--- src/rtl/muldiv_pkg.sv ---
// Shared definitions for the iterative RV32M multiply/divide unit:
// funct3 encodings, FSM states and operand-signedness helpers.
package muldiv_pkg;

  localparam logic [2:0] OP_MUL    = 3'd0;
  localparam logic [2:0] OP_MULH   = 3'd1;
  localparam logic [2:0] OP_MULHSU = 3'd2;
  localparam logic [2:0] OP_MULHU  = 3'd3;
  localparam logic [2:0] OP_DIV    = 3'd4;
  localparam logic [2:0] OP_DIVU   = 3'd5;
  localparam logic [2:0] OP_REM    = 3'd6;
  localparam logic [2:0] OP_REMU   = 3'd7;

  typedef enum logic [1:0] {
    S_IDLE  = 2'd0,
    S_CALC  = 2'd1,
    S_FIXUP = 2'd2,
    S_DONE  = 2'd3
  } state_t;

  // Most-negative two's-complement value of an xlen-bit word (callers truncate).
  function automatic logic [63:0] most_neg(input int unsigned xlen);
    return 64'd1 << (xlen - 32'd1);
  endfunction

  function automatic logic signed_a(input logic [2:0] op);
    case (op)
      OP_MULH, OP_MULHSU, OP_DIV, OP_REM: return 1'b1;
      default:                            return 1'b0;
    endcase
  endfunction

  function automatic logic signed_b(input logic [2:0] op);
    case (op)
      OP_MULH, OP_DIV, OP_REM: return 1'b1;
      default:                 return 1'b0;
    endcase
  endfunction

endpackage

--- src/rtl/muldiv_if.sv ---
// Operand/result handshake bundle between the execute stage and muldiv_unit.
interface muldiv_if #(parameter int XLEN = 32);
  logic            in_valid;
  logic            in_ready;
  logic [2:0]      op;
  logic [XLEN-1:0] a;
  logic [XLEN-1:0] b;
  logic            out_valid;
  logic            out_ready;
  logic [XLEN-1:0] result;

  modport master (output in_valid, op, a, b, out_ready,
                  input  in_ready, out_valid, result);
  modport slave  (input  in_valid, op, a, b, out_ready,
                  output in_ready, out_valid, result);
endinterface

--- src/rtl/muldiv_step.sv ---
// One combinational iteration: BITS_PER_CYCLE-bit shift-add multiply or
// BITS_PER_CYCLE restoring-divide steps on the {hi, lo} accumulator.
module muldiv_step
  import muldiv_pkg::*;
#(
  parameter int XLEN           = 32,
  parameter int BITS_PER_CYCLE = 1
) (
  input  logic              is_div_i,
  input  logic [2*XLEN-1:0] acc_i,
  input  logic [XLEN-1:0]   opnd_i,
  output logic [2*XLEN-1:0] acc_o
);

  localparam int BPC = BITS_PER_CYCLE;

  logic [XLEN+BPC-1:0] mul_pp_d;
  logic [XLEN+BPC-1:0] mul_hi_d;
  logic [2*XLEN-1:0]   mul_acc_d;
  logic [XLEN:0]       rem_ext_d;
  logic [XLEN-1:0]     div_rem_d;
  logic [XLEN-1:0]     div_quo_d;

  // Multiply: add (low multiplier digit x multiplicand) into the high half, then shift right.
  always_comb begin
    mul_pp_d  = {{BPC{1'b0}}, opnd_i} * {{XLEN{1'b0}}, acc_i[BPC-1:0]};
    mul_hi_d  = {{BPC{1'b0}}, acc_i[2*XLEN-1:XLEN]} + mul_pp_d;
    mul_acc_d = {mul_hi_d, acc_i[XLEN-1:BPC]};
  end

  // Divide: hi holds the partial remainder, lo shifts the dividend out and quotient bits in.
  always_comb begin
    div_rem_d = acc_i[2*XLEN-1:XLEN];
    div_quo_d = acc_i[XLEN-1:0];
    rem_ext_d = {(XLEN+1){1'b0}};
    for (int i = 0; i < BPC; i++) begin
      rem_ext_d = {div_rem_d, div_quo_d[XLEN-1]};
      if (rem_ext_d >= {1'b0, opnd_i}) begin
        rem_ext_d = rem_ext_d - {1'b0, opnd_i};
        div_quo_d = {div_quo_d[XLEN-2:0], 1'b1};
      end else begin
        div_quo_d = {div_quo_d[XLEN-2:0], 1'b0};
      end
      div_rem_d = rem_ext_d[XLEN-1:0];
    end
  end

  // Select the datapath for the operation in flight.
  always_comb begin
    if (is_div_i) begin
      acc_o = {div_rem_d, div_quo_d};
    end else begin
      acc_o = mul_acc_d;
    end
  end

endmodule

--- src/rtl/muldiv_unit.sv ---
// Iterative RV32M multiply/divide unit: magnitude arithmetic over
// XLEN/BITS_PER_CYCLE iterations, sign fix-up, and a registered result handshake.
module muldiv_unit
  import muldiv_pkg::*;
#(
  parameter int XLEN           = 32,
  parameter int BITS_PER_CYCLE = 1
) (
  input  logic    clk,
  input  logic    rst,
  input  logic    flush,
  muldiv_if.slave bus
);

  localparam int ITERS = XLEN / BITS_PER_CYCLE;
  localparam int CNT_W = (ITERS > 1) ? $clog2(ITERS) : 1;
  localparam logic [CNT_W-1:0] CNT_LAST = CNT_W'(ITERS - 1);
  localparam logic [XLEN-1:0]  ZERO     = {XLEN{1'b0}};
  localparam logic [XLEN-1:0]  ONES     = {XLEN{1'b1}};
  localparam logic [XLEN-1:0]  ONE      = {{(XLEN-1){1'b0}}, 1'b1};
  localparam logic [XLEN-1:0]  MOST_NEG = XLEN'(most_neg(XLEN));

  state_t            state_q;
  logic [2:0]        op_q;
  logic              neg_q;
  logic [CNT_W-1:0]  cnt_q;
  logic [2*XLEN-1:0] acc_q;
  logic [XLEN-1:0]   opnd_q;
  logic [XLEN-1:0]   result_q;
  logic              in_ready_q;
  logic              out_valid_q;

  logic              sa_d, sb_d, neg_d, special_d;
  logic [XLEN-1:0]   mag_a_d, mag_b_d, opnd_init_d, special_res_d;
  logic [2*XLEN-1:0] acc_init_d, acc_step_d, prod_fix_d;
  logic [XLEN-1:0]   quo_fix_d, rem_fix_d, result_fix_d;

  muldiv_step #(.XLEN(XLEN), .BITS_PER_CYCLE(BITS_PER_CYCLE)) u_step (
    .is_div_i (op_q[2]),
    .acc_i    (acc_q),
    .opnd_i   (opnd_q),
    .acc_o    (acc_step_d)
  );

  // Accept-time decode: operand magnitudes, result sign and special cases.
  always_comb begin
    sa_d    = signed_a(bus.op) & bus.a[XLEN-1];
    sb_d    = signed_b(bus.op) & bus.b[XLEN-1];
    mag_a_d = sa_d ? (~bus.a + ONE) : bus.a;
    mag_b_d = sb_d ? (~bus.b + ONE) : bus.b;
    if (bus.op[2]) begin
      neg_d       = bus.op[1] ? sa_d : (sa_d ^ sb_d);
      acc_init_d  = {ZERO, mag_a_d};
      opnd_init_d = mag_b_d;
    end else begin
      neg_d       = sa_d ^ sb_d;
      acc_init_d  = {ZERO, mag_b_d};
      opnd_init_d = mag_a_d;
    end
    if (bus.op[2] && (bus.b == ZERO)) begin
      special_d     = 1'b1;
      special_res_d = bus.op[1] ? bus.a : ONES;
    end else if (((bus.op == OP_DIV) || (bus.op == OP_REM)) &&
                 (bus.a == MOST_NEG) && (bus.b == ONES)) begin
      special_d     = 1'b1;
      special_res_d = bus.op[1] ? ZERO : bus.a;
    end else begin
      special_d     = 1'b0;
      special_res_d = ZERO;
    end
  end

  // Fix-up: apply the recorded sign and pick the requested half/quotient/remainder.
  always_comb begin
    prod_fix_d = neg_q ? (~acc_q + {ZERO, ONE}) : acc_q;
    quo_fix_d  = neg_q ? (~acc_q[XLEN-1:0] + ONE) : acc_q[XLEN-1:0];
    rem_fix_d  = neg_q ? (~acc_q[2*XLEN-1:XLEN] + ONE) : acc_q[2*XLEN-1:XLEN];
    case (op_q)
      OP_MUL:                        result_fix_d = prod_fix_d[XLEN-1:0];
      OP_MULH, OP_MULHSU, OP_MULHU:  result_fix_d = prod_fix_d[2*XLEN-1:XLEN];
      OP_DIV, OP_DIVU:               result_fix_d = quo_fix_d;
      OP_REM, OP_REMU:               result_fix_d = rem_fix_d;
      default:                       result_fix_d = ZERO;
    endcase
  end

  // Control FSM; out_valid rises one cycle after entering DONE.
  always_ff @(posedge clk) begin
    if (rst) begin
      state_q     <= S_IDLE;
      op_q        <= 3'd0;
      neg_q       <= 1'b0;
      cnt_q       <= {CNT_W{1'b0}};
      acc_q       <= {(2*XLEN){1'b0}};
      opnd_q      <= ZERO;
      result_q    <= ZERO;
      in_ready_q  <= 1'b1;
      out_valid_q <= 1'b0;
    end else if (flush) begin
      state_q     <= S_IDLE;
      cnt_q       <= {CNT_W{1'b0}};
      in_ready_q  <= 1'b1;
      out_valid_q <= 1'b0;
    end else begin
      case (state_q)
        S_IDLE: begin
          if (bus.in_valid) begin
            op_q       <= bus.op;
            neg_q      <= neg_d;
            cnt_q      <= {CNT_W{1'b0}};
            acc_q      <= acc_init_d;
            opnd_q     <= opnd_init_d;
            in_ready_q <= 1'b0;
            if (special_d) begin
              result_q <= special_res_d;
              state_q  <= S_DONE;
            end else begin
              state_q  <= S_CALC;
            end
          end
        end
        S_CALC: begin
          acc_q <= acc_step_d;
          if (cnt_q == CNT_LAST) begin
            cnt_q   <= {CNT_W{1'b0}};
            state_q <= S_FIXUP;
          end else begin
            cnt_q   <= cnt_q + {{(CNT_W-1){1'b0}}, 1'b1};
          end
        end
        S_FIXUP: begin
          result_q <= result_fix_d;
          state_q  <= S_DONE;
        end
        S_DONE: begin
          if (out_valid_q && bus.out_ready) begin
            out_valid_q <= 1'b0;
            in_ready_q  <= 1'b1;
            state_q     <= S_IDLE;
          end else begin
            out_valid_q <= 1'b1;
          end
        end
        default: begin
          state_q     <= S_IDLE;
          in_ready_q  <= 1'b1;
          out_valid_q <= 1'b0;
        end
      endcase
    end
  end

  assign bus.in_ready  = in_ready_q;
  assign bus.out_valid = out_valid_q;
  assign bus.result    = result_q;

endmodule

--- src/flat_wrapper.sv ---
// flat-port wrapper written by rule: the top's interface ports become plain ports
module muldiv_unit_flat import muldiv_pkg::*;
#(
  parameter int XLEN           = 32,
  parameter int BITS_PER_CYCLE = 1
)
  (clk, rst, flush, bus_in_valid, bus_op, bus_a, bus_b, bus_out_ready, bus_in_ready, bus_out_valid, bus_result);
  muldiv_if #(.XLEN(XLEN)) bus_i ();
  input  logic clk;
  input  logic rst;
  input  logic flush;
  input wire logic [$bits(bus_i.in_valid)-1:0] bus_in_valid;
  input wire logic [$bits(bus_i.op)-1:0] bus_op;
  input wire logic [$bits(bus_i.a)-1:0] bus_a;
  input wire logic [$bits(bus_i.b)-1:0] bus_b;
  input wire logic [$bits(bus_i.out_ready)-1:0] bus_out_ready;
  output wire logic [$bits(bus_i.in_ready)-1:0] bus_in_ready;
  output wire logic [$bits(bus_i.out_valid)-1:0] bus_out_valid;
  output wire logic [$bits(bus_i.result)-1:0] bus_result;
  assign bus_i.in_valid = bus_in_valid;
  assign bus_i.op = bus_op;
  assign bus_i.a = bus_a;
  assign bus_i.b = bus_b;
  assign bus_i.out_ready = bus_out_ready;
  assign bus_in_ready = bus_i.in_ready;
  assign bus_out_valid = bus_i.out_valid;
  assign bus_result = bus_i.result;
  muldiv_unit #(.XLEN(XLEN), .BITS_PER_CYCLE(BITS_PER_CYCLE)) u_core (.clk(clk), .rst(rst), .flush(flush), .bus(bus_i));
endmodule
--- config.mk ---
export PLATFORM = sky130hd
export DESIGN_NAME = muldiv_unit_flat
export DESIGN_NICKNAME = d
export VERILOG_FILES = /design/src/rtl/muldiv_pkg.sv /design/src/rtl/muldiv_if.sv /design/src/rtl/muldiv_step.sv /design/src/rtl/muldiv_unit.sv /design/src/flat_wrapper.sv
export SDC_FILE = /design/constraint.sdc
export NUM_CORES = 1
export LEC_CHECK = 0
export ABC_AREA = 1
export ABC_CLOCK_PERIOD_IN_PS = 2300
export BUFFER_PORTS_ARGS = -buffer_cell sky130_fd_sc_hd__clkbuf_2
export CAP_MARGIN = 20
export CORE_UTILIZATION = 58
export DETAILED_ROUTE_END_ITERATION = 10
export PLACE_DENSITY_LB_ADDON = 0.05
export SLEW_MARGIN = 20
export SYNTH_ARGS = -nofsm -noshare
export SYNTH_HDL_FRONTEND = slang
export SYNTH_HIERARCHICAL = 1
export SYNTH_SLANG_ARGS = --single-unit
--- constraint.sdc ---
create_clock -name clk -period 2.3 [get_ports clk]
set_input_delay 0 -clock clk [delete_from_list [all_inputs] [get_ports clk]]
set_output_delay 0 -clock clk [all_outputs]
set_load 0.05 [all_outputs]
==> flow_summary.json, run 1 <==
{
  "ys_warn_count": 6,
  "globalplace.congestion": 1.206,
  "dp.final_hpwl_um": 69370,
  "synthDistinctLibCells": 48,
  "start_util": 0.5936,
  "synth_seq_cells": 141,
  "cts_sinks": 141,
  "cts_made_buffers": 17,
  "die_w_um": 179.6,
  "io_pins": 106,
  "grt_use_total": 0.7739,
  "ctsRootBufferMaster": "clkbuf_16",
  "numPlacedInstances": 4142,
  "worstEndpointGrtRepair": "u_core/acc_q[54]$_SDFFE_PP0P_/D",
  "synth_fp_nets": 3564,
  "rows": 64,
  "error_line": "[ERROR GRT-0232] Routing congestion too high. Check the congestion heatmap in the GUI.",
  "htree_levels": 4,
  "grt_max_degree": 67,
  "port_buffers": 105,
  "postSynthCellCount": 3415,
  "grt-ovfl-total": 32,
  "syn_avg_cell_area_sq_um": 5.359,
  "cts_buffer_depth": 2,
  "die_y_um": 179.6,
  "status": "did not finish",
  "ys_seq_area_frac": 0.1542,
  "haltStage": "global routing (5_1_grt)",
  "worstEpCategory": "register data pin",
  "syn_area_sq_um": 18300
}
what timing repair did:
action                                 CTS
resized for setup                      307
pin swaps                               55
buffers inserted                        43
hold buffers                            13
endpoints found under the hold margin   13
setup endpoints to repair               50
gates cloned                             5
per-layer routing:
layer  global-route usage  GRT overflow
met1               0.7662             0
met2               0.9261            13
met3               0.6398             2
met4               0.7817            17
met5               0.3704             0
through the flow:
| stage | area (sq um) | TNS [ns] | worst slack (ns) | hold WS, ns | util |
|---|---|---|---|---|---|
| 2_1_floorplan | 18380 | -0.01769 | -0.009852 | 0.1509 | - |
| 3_3_place_gp | 21570 | -4.784 | -0.7339 | 0.2985 | 0.6997 |
| 3_5_place_dp | 21570 | -6.464 | -0.7455 | 0.3293 | 0.6997 |
| 4_1_cts | 24030 | -1.552 | -0.1543 | 0.005556 | 0.7793 |
cells by family after synthesis:
group,count (synthesis),synth area share
compound gates,559,0.1693
xor+xnor,82,0.03924
fa+ha+maj,77,0.05346
buf+inv,592,0.1273
flops,141,0.1542
simple gates,1964,0.4565
cell usage after synthesis, drive strengths merged:
library cell  number  area (sq um)
a21oi            231          1167
inv              464          1742
nor4               6         37.54
nor2             421          1662
nor3              41         205.2
nand3            323          1672
nor3b              1         7.510
o21a               6         45.04
o31ai              2         15.01
buf               42         262.8
a211oi            34         255.2
o211ai            40         300.3
clkinv             2         8.750
ha                75         938.4
dfxtp            141          2823
o21bai            10         75.07
nand2           1062          4038
clkbuf            84         316.6
nand3b            36         270.3
a31oi             16         100.1
a221oi             5         43.79
and2               9         56.30
nand4             50         312.8
xor2              57         499.2
fa                 2         40.04
xnor2             25         219.0
a21o               3         22.52
a22oi              2         15.01
o21ai            209          1050
or2               15         93.84
o221ai             1         8.760
==> run 2: changes to the inputs <==
--- a/config.mk
+++ b/config.mk
@@ -6,12 +6,12 @@
 export NUM_CORES = 1
 export LEC_CHECK = 0
 export ABC_AREA = 1
-export ABC_CLOCK_PERIOD_IN_PS = 2300
+export ABC_CLOCK_PERIOD_IN_PS = 3000
 export BUFFER_PORTS_ARGS = -buffer_cell sky130_fd_sc_hd__clkbuf_2
 export CAP_MARGIN = 20
-export CORE_UTILIZATION = 58
+export CORE_UTILIZATION = 40
 export DETAILED_ROUTE_END_ITERATION = 10
-export PLACE_DENSITY_LB_ADDON = 0.05
+export PLACE_DENSITY_LB_ADDON = 0.15
 export SLEW_MARGIN = 20
 export SYNTH_ARGS = -nofsm -noshare
 export SYNTH_HDL_FRONTEND = slang
==> constraint.sdc (replaced) <==
create_clock -name clk -period 3 [get_ports clk]
set_input_delay 0 -clock clk [delete_from_list [all_inputs] [get_ports clk]]
set_output_delay 0 -clock clk [all_outputs]
set_load 0.05 [all_outputs]
==> run 2 against run 1 <==
Against the previous run: area after synthesis did not move; the flow now finishes without violations; synthesized cell count stayed put.
==> flow_summary.json, run 2 <==
{
  "status": "complete, no violations",
  "finalClockSkew_ns": 0.01711,
  "design_power_total_w": 0.009192,
  "grt_max_degree": 67,
  "via_per_inst": 5.671,
  "synth_fp_nets": 3564,
  "cpMostUsedCell": "nand2_1",
  "start_kind": "flip-flop",
  "synth_most_common_cell": "nand2_1",
  "rr_startpoint": "u_core/acc_q[0]",
  "yosys.area.top_type_share": 0.2156,
  "yosys-top-cells-area": "nand2_1 (22%), dfxtp_1 (15%), inv_1 (9.2%)",
  "globalplace.congestion": 1.097,
  "postSynthCellCount": 3415,
  "worstHoldStart": "bus_b[12]",
  "min_path_type": "in2reg",
  "yosysTopAreaCell": "nand2_1",
  "crit_family": "simple AND/OR/NAND/NOR gates",
  "vias": 23500,
  "syn_to_final_growth_pct": 12.72,
  "rsz0062_at_grt": "false",
  "clk_latency_ns": 0.47,
  "io_pins": 106,
  "cp_data_required_time_ns": 3.36,
  "drtAntennaViolNets": 0,
  "synth_seq_cells": 141,
  "syn_avg_cell_area_sq_um": 5.359,
  "cp_max_fo": 32,
  "cts_made_buffers": 17,
  "drc": 0,
  "cts_sinks": 141,
  "fin_crit_sh": 0.9810,
  "port_buffers": 105,
  "combPwrFrac": 0.518,
  "ctsRootBufferMaster": "clkbuf_16",
  "switching_power_w": 0.004631,
  "start_util": 0.4042,
  "drv_cap": 0,
  "fmax_ghz": 0.3398,
  "drive_above_1_share": 0.09455,
  "seqPwrFrac": 0.239,
  "grt-ovfl-total": 0,
  "layout_commonest_cell": "nand2_1",
  "mostFrequentLayoutCells": "nand2_1 (1051), inv_1 (449), nor2_1 (396)",
  "htree_levels": 4,
  "avgRoutedWirePerCell_um": 20.82,
  "grt_use_total": 0.3626,
  "cts_tree": "built",
  "cts_buffer_depth": 2,
  "die_w_um": 215.9,
  "grt_pass1_vias": 21110,
  "power.density_nw_per_um2": 445.6,
  "nNetsFinal": 3679,
  "period_needed_ns": 2.943,
  "p_leak_nw": 10.59,
  "clkPwrFrac": 0.244,
  "setup_viol": 0,
  "finalMaxSlewViolations": 0,
  "syn_area_sq_um": 18300,
  "nFillCells": 5120,
  "cp_num_buf_inv": 3,
  "ys_async_sr_fraction": 0,
  "grt_pass1_wl_um": 128600,
  "path_class": "reg2reg",
  "ys.flop_type": "dfxtp_1",
  "arrival_ns": 3.31,
  "ys_warn_count": 6,
  "synth-edff-count": 0,
  "wl_um": 86270,
  "firstDrtPassIters": 8,
  "tns_ns": 0,
  "top_register": "u_core/acc_q",
  "clk_pin_slew_ns": 0.07,
  "instances_no_fill": 4144,
  "cts_setup_buffers": 0,
  "core_area_sq_um": 45280,
  "cpMaxStageDelayCell": "ha_1",
  "die-area_sq_um": 46610,
  "ys_seq_area_frac": 0.1542,
  "drt-initial-drc-count": 3116,
  "ir_worst_vdd_v": 0.0004178,
  "p_int_w": 0.004561,
  "antenna_found_initial": 3,
  "switching_share": 0.5038,
  "rows": 78,
  "dp.final_hpwl_um": 70320,
  "die_y_um": 215.9,
  "end_kind": "flip-flop",
  "numPlacedInstances": 4100,
  "design_area_sq_um": 20630,
  "relSlewSlack": 0.3904,
  "cp_cell_sequence": "buf_12, nand2_1, inv_1, ha_1, nand2_1, nor2_2, nand2_1, inv_1, nand4_1, nand4_1, nand3_1, nand2_1, a21oi_1, a211oi_2",
  "synthDistinctLibCells": 48,
  "final_hold_viol_count": 0,
  "tightest_slew_ns": 0.9144,
  "fin_util": 0.4555,
  "synthTopCellsByCount": "nand2_1 (1051), inv_1 (449), nor2_1 (400), nand3_1 (312), a21oi_1 (228)",
  "crit_start": "u_core/acc_q[0]",
  "dpl_cell_area_sq_um": 19880,
  "largest_register_ff_count": 64,
  "max_stage_delay_ns": 0.40
}
-- run 2: cell type report --
class,count,area [sq um],share of cell area
Inverter,466,1750,0.08485
Sequential cell,141,2831,0.1373
Timing Repair Buffer,222,1510,0.07321
Multi-Input combinational cell,2682,13170,0.6384
Tap cell,600,750.7,0.03639
Antenna cell,1,2.502,0.0001213
Clock inverter,15,187.7,0.009098
Clock buffer,17,425.4,0.02062
-- run 2: worst paths after layout --
check        cells after the start  slack [ns]                end
max                             14        0.06   u_core/acc_q[50]
max reg2reg                     14        0.06   u_core/acc_q[50]
min                              4        0.02  u_core/opnd_q[12]
min reg2reg                      2        0.48    u_core/cnt_q[4]
-- run 2: metrics by stage --
step | worst slack [ns] | hold slack (ns)
after floorplan | 0.4341 | 0.1509
after global placement | 0.06866 | 0.3458
after detailed placement | 0.1621 | 0.3489
after CTS | 0.1382 | 0.007532
after global routing | 0.003496 | 0.01640
final | 0.05694 | 0.01789
-- run 2: cells by family (layout without fill, tap and decap cells) --
group / Yosys count / count (layout) / synth area share
simple gates: 1964 / 1964 / 0.4565
buf+inv: 592 / 720 / 0.1273
compound gates: 559 / 559 / 0.1693
flops: 141 / 141 / 0.1542
xor+xnor: 82 / 82 / 0.03924
fa+ha+maj: 77 / 77 / 0.05346
other cells: 0 / 1 / 0
-- run 2: worst reg2reg max path, stage by stage (launching register included) --
cell and delay, ns:
dfxtp_1 0.33, buf_12 0.17, nand2_1 0.07, inv_1 0.05, ha_1 0.40, nand2_1 0.14, nor2_2 0.25, nand2_1 0.11
inv_1 0.17, nand4_1 0.26, nand4_1 0.18, nand3_1 0.18, nand2_1 0.19, a21oi_1 0.09, a211oi_2 0.25
-- run 2: per-layer routing --
metal	part of all wire	track usage
met4	0.074	0.2369
met2	0.42	0.5474
met5	0.00019	0
met3	0.095	0.07005
met1	0.41	0.4691
-- run 2: power groups by stage --
stage               logic (W)  registers (W)  clock network (W)
floorplan             0.00299        0.00222                  0
global placement      0.00459        0.00223                  0
detailed placement    0.00456        0.00223                  0
CTS                   0.00460        0.00218            0.00227
global route          0.00514        0.00220            0.00235
finish                0.00476        0.00219            0.00224
-- run 2: repair_timing --
item	in CTS	in global routing
hold endpoints to repair	12	0
hold buffers	11	0
endpoints found under the setup margin	0	20
resized for setup	0	11
Note: power is estimated with default switching activity, not from simulation.
